### src/rtl/inst_fetch_pkg.sv
// Shared types and constants for the instruction-fetch stage.
package inst_fetch_pkg;

  typedef logic [31:0] inst_addr_bus_t;
  typedef logic [31:0] inst_bus_t;

  localparam inst_bus_t ZeroWord = 32'h0000_0000;

  // Bytes per instruction word on the 8-bit memory port.
  localparam int unsigned ByteCnt = 4;

  typedef enum logic [0:0] {
    StLookup,
    StFetch
  } fetch_state_e;

endpackage

### src/rtl/inst_fetch_byte_assembler.sv
// Issue/receive counters and little-endian word buffer for byte-wise refills.
module inst_fetch_byte_assembler
  import inst_fetch_pkg::*;
(
  input  logic           clk_i,
  input  logic           rst_i,
  input  logic           rdy_i,
  input  logic           active_i,
  input  logic           clear_i,
  input  logic           mem_gnt_i,
  input  logic [7:0]     mem_data_i,
  output logic           mem_rd_o,
  output logic [2:0]     iss_o,
  output logic           done_o,
  output inst_bus_t      word_o
);

  logic [2:0] iss_q, iss_d;
  logic [2:0] rcv_q, rcv_d;
  logic       pend_q, pend_d;
  inst_bus_t  word_q, word_d;

  // Request/capture bookkeeping; word_o already merges the byte arriving this cycle.
  always_comb begin
    mem_rd_o = active_i && rdy_i && (iss_q < 3'(ByteCnt));
    iss_o    = iss_q;
    word_o   = word_q;
    if (pend_q) begin
      word_o[{rcv_q[1:0], 3'b000} +: 8] = mem_data_i;
    end
    done_o = (rcv_q == 3'(ByteCnt)) || (pend_q && (rcv_q == 3'(ByteCnt - 1)));

    iss_d  = iss_q;
    rcv_d  = rcv_q;
    pend_d = pend_q;
    word_d = word_q;
    if (clear_i) begin
      iss_d  = '0;
      rcv_d  = '0;
      pend_d = 1'b0;
    end else begin
      if (mem_rd_o && mem_gnt_i) begin
        iss_d = iss_q + 3'd1;
      end
      pend_d = mem_rd_o && mem_gnt_i;
      if (pend_q) begin
        word_d = word_o;
        rcv_d  = rcv_q + 3'd1;
      end
    end
  end

  // Counter and buffer registers, frozen while rdy_i is low.
  always_ff @(posedge clk_i) begin
    if (rst_i) begin
      iss_q  <= '0;
      rcv_q  <= '0;
      pend_q <= 1'b0;
      word_q <= ZeroWord;
    end else if (rdy_i) begin
      iss_q  <= iss_d;
      rcv_q  <= rcv_d;
      pend_q <= pend_d;
      word_q <= word_d;
    end
  end

endmodule

### src/rtl/inst_fetch.sv
// Instruction-fetch stage: cache lookup, byte-wise refill on miss, redirect abort.
// Define FETCH_ICACHE_EN to use the instruction cache; otherwise every PC is fetched
// from memory and the refill write is never issued.
module inst_fetch
  import inst_fetch_pkg::*;
#(
  parameter logic [31:0] RESET_PC = 32'h0000_0000
) (
  input  logic        clk_i,
  input  logic        rst_i,
  input  logic        rdy_i,
  input  logic        jump_i,
  input  logic [31:0] jump_pc_i,
  input  logic        stall_i,
  output logic [31:0] ic_read_pc_o,
  input  logic        ic_hit_i,
  input  logic [31:0] ic_inst_i,
  output logic        ic_we_o,
  output logic [31:0] ic_write_pc_o,
  output logic [31:0] ic_write_inst_o,
  output logic        mem_rd_o,
  output logic [31:0] mem_addr_o,
  input  logic        mem_gnt_i,
  input  logic [7:0]  mem_data_i,
  output logic        if_valid_o,
  output logic [31:0] if_pc_o,
  output logic [31:0] if_inst_o
);

  fetch_state_e   state_q, state_d;
  inst_addr_bus_t pc_q, pc_d;
  logic           valid_q, valid_d;
  inst_addr_bus_t if_pc_q, if_pc_d;
  inst_bus_t      if_inst_q, if_inst_d;
  logic           we_q, we_d;
  inst_addr_bus_t wpc_q, wpc_d;
  inst_bus_t      winst_q, winst_d;

  logic      hit;
  logic      accept;
  logic      asm_active;
  logic      asm_clear;
  logic      asm_done;
  logic [2:0] asm_iss;
  inst_bus_t asm_word;

`ifdef FETCH_ICACHE_EN
  assign hit     = ic_hit_i;
  assign ic_we_o = we_q && rdy_i;
`else
  logic unused_cache;
  assign hit          = 1'b0;
  assign ic_we_o      = 1'b0;
  assign unused_cache = ^{ic_hit_i, we_q};
`endif

  assign accept          = !valid_q || !stall_i;
  assign asm_active      = (state_q == StFetch) && !jump_i;
  assign ic_read_pc_o    = pc_q;
  assign mem_addr_o      = mem_rd_o ? (pc_q + {29'b0, asm_iss}) : ZeroWord;
  assign ic_write_pc_o   = wpc_q;
  assign ic_write_inst_o = winst_q;
  assign if_valid_o      = valid_q;
  assign if_pc_o         = if_pc_q;
  assign if_inst_o       = if_inst_q;

  inst_fetch_byte_assembler u_asm (
    .clk_i      (clk_i),
    .rst_i      (rst_i),
    .rdy_i      (rdy_i),
    .active_i   (asm_active),
    .clear_i    (asm_clear),
    .mem_gnt_i  (mem_gnt_i),
    .mem_data_i (mem_data_i),
    .mem_rd_o   (mem_rd_o),
    .iss_o      (asm_iss),
    .done_o     (asm_done),
    .word_o     (asm_word)
  );

  // Next-state: redirect first, then lookup/refill sequencing gated by decode accept.
  always_comb begin
    state_d   = state_q;
    pc_d      = pc_q;
    valid_d   = valid_q;
    if_pc_d   = if_pc_q;
    if_inst_d = if_inst_q;
    we_d      = 1'b0;
    wpc_d     = wpc_q;
    winst_d   = winst_q;
    asm_clear = 1'b0;

    if (jump_i) begin
      pc_d      = jump_pc_i;
      valid_d   = 1'b0;
      state_d   = StLookup;
      asm_clear = 1'b1;
    end else begin
      case (state_q)
        StLookup: begin
          // Counters stay zeroed so a miss enters FETCH fresh.
          asm_clear = 1'b1;
          if (hit) begin
            if (accept) begin
              valid_d   = 1'b1;
              if_pc_d   = pc_q;
              if_inst_d = ic_inst_i;
              pc_d      = pc_q + 32'd4;
            end
          end else begin
            state_d = StFetch;
            if (accept) valid_d = 1'b0;
          end
        end
        StFetch: begin
          if (asm_done && accept) begin
            valid_d   = 1'b1;
            if_pc_d   = pc_q;
            if_inst_d = asm_word;
            we_d      = 1'b1;
            wpc_d     = pc_q;
            winst_d   = asm_word;
            pc_d      = pc_q + 32'd4;
            state_d   = StLookup;
            asm_clear = 1'b1;
          end else if (accept) begin
            valid_d = 1'b0;
          end
        end
        default: state_d = StLookup;
      endcase
    end
  end

  // State registers: synchronous reset, hold everything while rdy_i is low.
  always_ff @(posedge clk_i) begin
    if (rst_i) begin
      state_q   <= StLookup;
      pc_q      <= RESET_PC;
      valid_q   <= 1'b0;
      if_pc_q   <= ZeroWord;
      if_inst_q <= ZeroWord;
      we_q      <= 1'b0;
      wpc_q     <= ZeroWord;
      winst_q   <= ZeroWord;
    end else if (rdy_i) begin
      state_q   <= state_d;
      pc_q      <= pc_d;
      valid_q   <= valid_d;
      if_pc_q   <= if_pc_d;
      if_inst_q <= if_inst_d;
      we_q      <= we_d;
      wpc_q     <= wpc_d;
      winst_q   <= winst_d;
    end
  end

endmodule

### config.mk
export PLATFORM = sky130hd
export DESIGN_NAME = inst_fetch
export DESIGN_NICKNAME = d
export VERILOG_FILES = /design/src/rtl/inst_fetch_pkg.sv /design/src/rtl/inst_fetch_byte_assembler.sv /design/src/rtl/inst_fetch.sv
export SDC_FILE = /design/constraint.sdc
export NUM_CORES = 1
export LEC_CHECK = 0
export ABC_AREA = 1
export CAP_MARGIN = 20
export CORE_MARGIN = 2
export CORE_UTILIZATION = 43
export DETAILED_ROUTE_END_ITERATION = 16
export PLACE_DENSITY_LB_ADDON = 0.05
export SYNTH_ARGS = -nofsm -noshare
export SYNTH_HDL_FRONTEND = slang
export SYNTH_SLANG_ARGS = --single-unit
### constraint.sdc
create_clock -name clk_i -period 2 [get_ports clk_i]
set_input_delay 0.3 -clock clk_i [delete_from_list [all_inputs] [get_ports clk_i]]
set_output_delay 0.3 -clock clk_i [all_outputs]
set_load 0.1 [all_outputs]
==> out/qor.txt <==
RR Endpoint - ic_write_inst_o[9]
Crit-path most repeated cell - inv_2
Status - finished, violations left
Post-route clock skew - 8.04 ps
Worst-path clk slew - 60 ps
Port Buf Inserts - 239
Hold wc startpoint - rst_i
Met1 WL - 14.1 mm
Fin crit period - 2710 ps
WP buf/inv - 4
Initial antenna violation count - 0
Fin crit share - 135%
Max VDD drop - 0.495 mV
Register area share after synthesis - 43.1%
Global-route wire length before repair - 49.2 mm
Starting density of the core - 44.2%
Global-route usage over all layers - 27.3%
FFs w/ async S/R, synth - 0%
Setup WS post-layout - -707 ps
I/O Pins - 274
Max Clk Rate - 0.369 GHz
CTS Buffer Depth - 3
Die footprint - 22,900 µm²
Skew-Pair Late Insertion Delay - 510 ps
Initial DRC Count - 661
Max_cap viols - 0
Delay of the slowest critical-path stage - 350 ps
Failing checks - setup timing
Wire length on met2 - 16.2 mm
Largest net degree at the start of global routing - 76
Placer congestion estimate - 0.968
Syn_area_per_cell - 6.68 µm²
Mapped Cells - 1,398
Synth cell types - 36
CTS buffer count - 24
Clock power share - 46.3%
Top layer in use - met4
Synthesized Nets - 1,488
Drt wl/cell - 16.6 µm
Sw frac - 25.5%
Num rows - 53
Commonest cells in the netlist - nand2_1, nor2_1, dfxtp_1
Hold-fix buffers, CTS - 0
Setup TNS after final layout - -18,110 ps
R2r startpoint - u_asm.rcv_q[1]
Pwr per Cell Area - 644 nW/µm²
Hold worst-path end - ic_read_pc_o[8]
Die height - 151 µm
Crit Path Category - reg2out
WP data arrival - 2410 ps
Leading area contributor after synthesis - dfxtp_1
Vias in the first global route - 9,457
Root buf cell - clkbuf_16
Lkg Pwr - 0.00606 µW
Met3 routed WL - 2.25 mm
Seq pwr share - 44.0%
WP data required - 1700 ps
1st-pass router iterations - 7
Final number of max-transition violations - 0
Count of flip-flops with a built-in enable after synthesis - 0
Share of cells above drive strength 1 - 30.2%
Chip Width - 151 µm
Nets - 1,806
Slowest CP cell - dfxtp_4
Pint - 6920 µW
Setup Viol. Count Final - 31
Worst hold stages - 5
GR Overflow Total - 0
DRC viols - 0
Worst Max-Slew Pin Slew - 776 ps
Hold_ws - 243 ps
Overall power - 9290 µW
NetSw - 2370 µW
Mapped Area - 9340 µm²
CP delay by family, top - simple AND/OR/NAND/NOR gates
Post-detailed-routing wire length - 33.2 mm
Post-DP HPWL - 23.6 mm
Critical Path Sink Type - output port
Worst r2r path cells - 8
Final hold violations - 0
Cell Chain, Critical Path - ha_4, inv_2, fa_2, inv_2, nand2_4, nand2_4, nand3_4, inv_2, nand2_2, xor2_2, nor2_4, buf_12
Core area - 21,200 µm²
DR vias - 10.2k
Clock tree sinks - 201
Diodes inserted - 0
Vias per cell - 5.07
Hold Crit Class - in2reg
Critical path fanouts, max - 4
Antenna Nets Post-Route - 0
Top cells by area, synth - dfxtp_1, nand2_1, a21oi_1, nor2_1, inv_1
Top cell type's share of synthesized area - 43.1%
Seq cells post-synth - 201
Syn. warnings - 0
Reg-to-reg setup timing slack - 140 ps
Slew Limit Headroom - 48.3%
Most common cell in the netlist - nand2_1
Htree depth - 1
Combinational group share of total power - 9.8%
Unrepaired setup endpoints after global routing - true
Synthesis-to-layout area growth - 54.3%
Startpoint types - flop
Predominant post-synthesis flop cell - dfxtp_1
CTS tree - yes
-- cell families (layout without fill, tap and decap cells) --
| logic type | after synthesis | count (layout) | synth area share [%] |
|---|---|---|---|
| AND/OR/NAND/NOR | 760 | 760 | 32.2 |
| AO/OA/AOI/OAI | 231 | 231 | 12.9 |
| flip-flops | 201 | 201 | 43.1 |
| buffers and inverters | 182 | 517 | 9.11 |
| adder cells (fa/ha/maj) | 11 | 11 | 1.55 |
| XOR/XNOR | 11 | 11 | 1.03 |
| other | 1 | 1 | 0.0401 |
| multiplexers | 1 | 1 | 0.107 |
-- repair_timing --
action / CTS / global route
setup buffers: 8 / 4
cloned: 0 / 6
hold endpoints to repair: 0 / 0
pin swaps: 15 / 13
endpoints found under the setup margin: 37 / 208
gates resized for setup: 34 / 55
-- metrics by stage --
stage	worst slack (ps)	area (µm²)	utilization, %	instances
finish	-707	14400	68.2	2008
global route	-810	14400	68.2	2008
global placement	-222	13100	61.8	1947
CTS	-722	14100	66.4	1998
detailed placement	-303	13100	61.8	1947
floorplan	-761	9960	-	1398
-- flip-flops by register name (all words and copies together) (netlist names) --
name	flops
u_asm.iss_o	3
ic_read_pc_o	32
u_asm.rcv_q	3
ic_write_inst_o	32
if_valid_o	1
if_pc_o	32
ic_write_pc_o	32
state_q	1
u_asm.pend_q	1
u_asm.word_q	32
if_inst_o	32
-- area by class of cell --
| type | count | area, µm² |
|---|---|---|
| Fill cell | 1843 | 6740 |
| Multi-Input combinational cell | 1015 | 5130 |
| Sequential cell | 201 | 4130 |
| Timing Repair Buffer | 369 | 3610 |
| Clock buffer | 38 | 724 |
| Inverter | 105 | 418 |
| Tap cell | 275 | 344 |
| Clock inverter | 5 | 58.8 |
-- power by group through the flow --
stage	Combinational [µW]	Sequential, µW	Clock (µW)
after floorplan	325	4380	0
after global placement	878	4170	0
after detailed placement	882	4170	0
after CTS	895	4080	4380
after global routing	955	4090	4530
final	907	4080	4300
-- worst max-delay path by stage --
stage	start	end	slack, ps	depth (start not counted)
floorplan	ic_read_pc_o[0]	mem_addr_o[26]	-760	10
global placement	u_asm.iss_o[0]	mem_addr_o[16]	-220	12
detailed placement	u_asm.iss_o[0]	mem_addr_o[16]	-300	12
CTS	ic_read_pc_o[0]	mem_addr_o[18]	-720	14
global route	ic_read_pc_o[0]	mem_addr_o[24]	-810	12
finish	ic_read_pc_o[0]	mem_addr_o[22]	-710	12
-- worst register-to-register path: stages (launching register included) --
cell and delay, ps:
dfxtp_4 360, inv_1 60, ha_2 360, inv_1 110, nor2_2 110, nand2_1 180, o22ai_1 290, nand2_1 150
a21oi_1 160
-- cell usage in the layout, fill, tap and decap left out, types with 3 or more instances in the layout --
master	count
a21oi_1	142
a21oi_2	6
a21oi_4	13
buf_12	43
buf_16	3
buf_4	263
buf_6	10
clkbuf_1	8
clkbuf_16	30
clkbuf_8	5
clkdlybuf4s50_1	44
clkinv_1	4
dfxtp_1	165
dfxtp_2	10
dfxtp_4	26
ha_1	5
ha_2	3
inv_1	90
inv_2	7
nand2_1	450
nand2_2	16
nand2_4	7
nand3_1	43
nand3_2	3
nand4_1	16
nor2_1	169
nor2_2	19
nor2_4	24
nor3_4	4
o21ai_0	19
o21ai_1	12
o21ai_2	8
o22ai_1	25
xnor2_1	3
xor2_1	3
xor2_2	5
-- metal layers --
metal,global-route usage (%),up-vias
met1,35.1,4714
met5,0,-
met2,47.0,343
li1,-,5075
met3,4.31,42
met4,8.08,0
(Power assumes the default switching activity.)
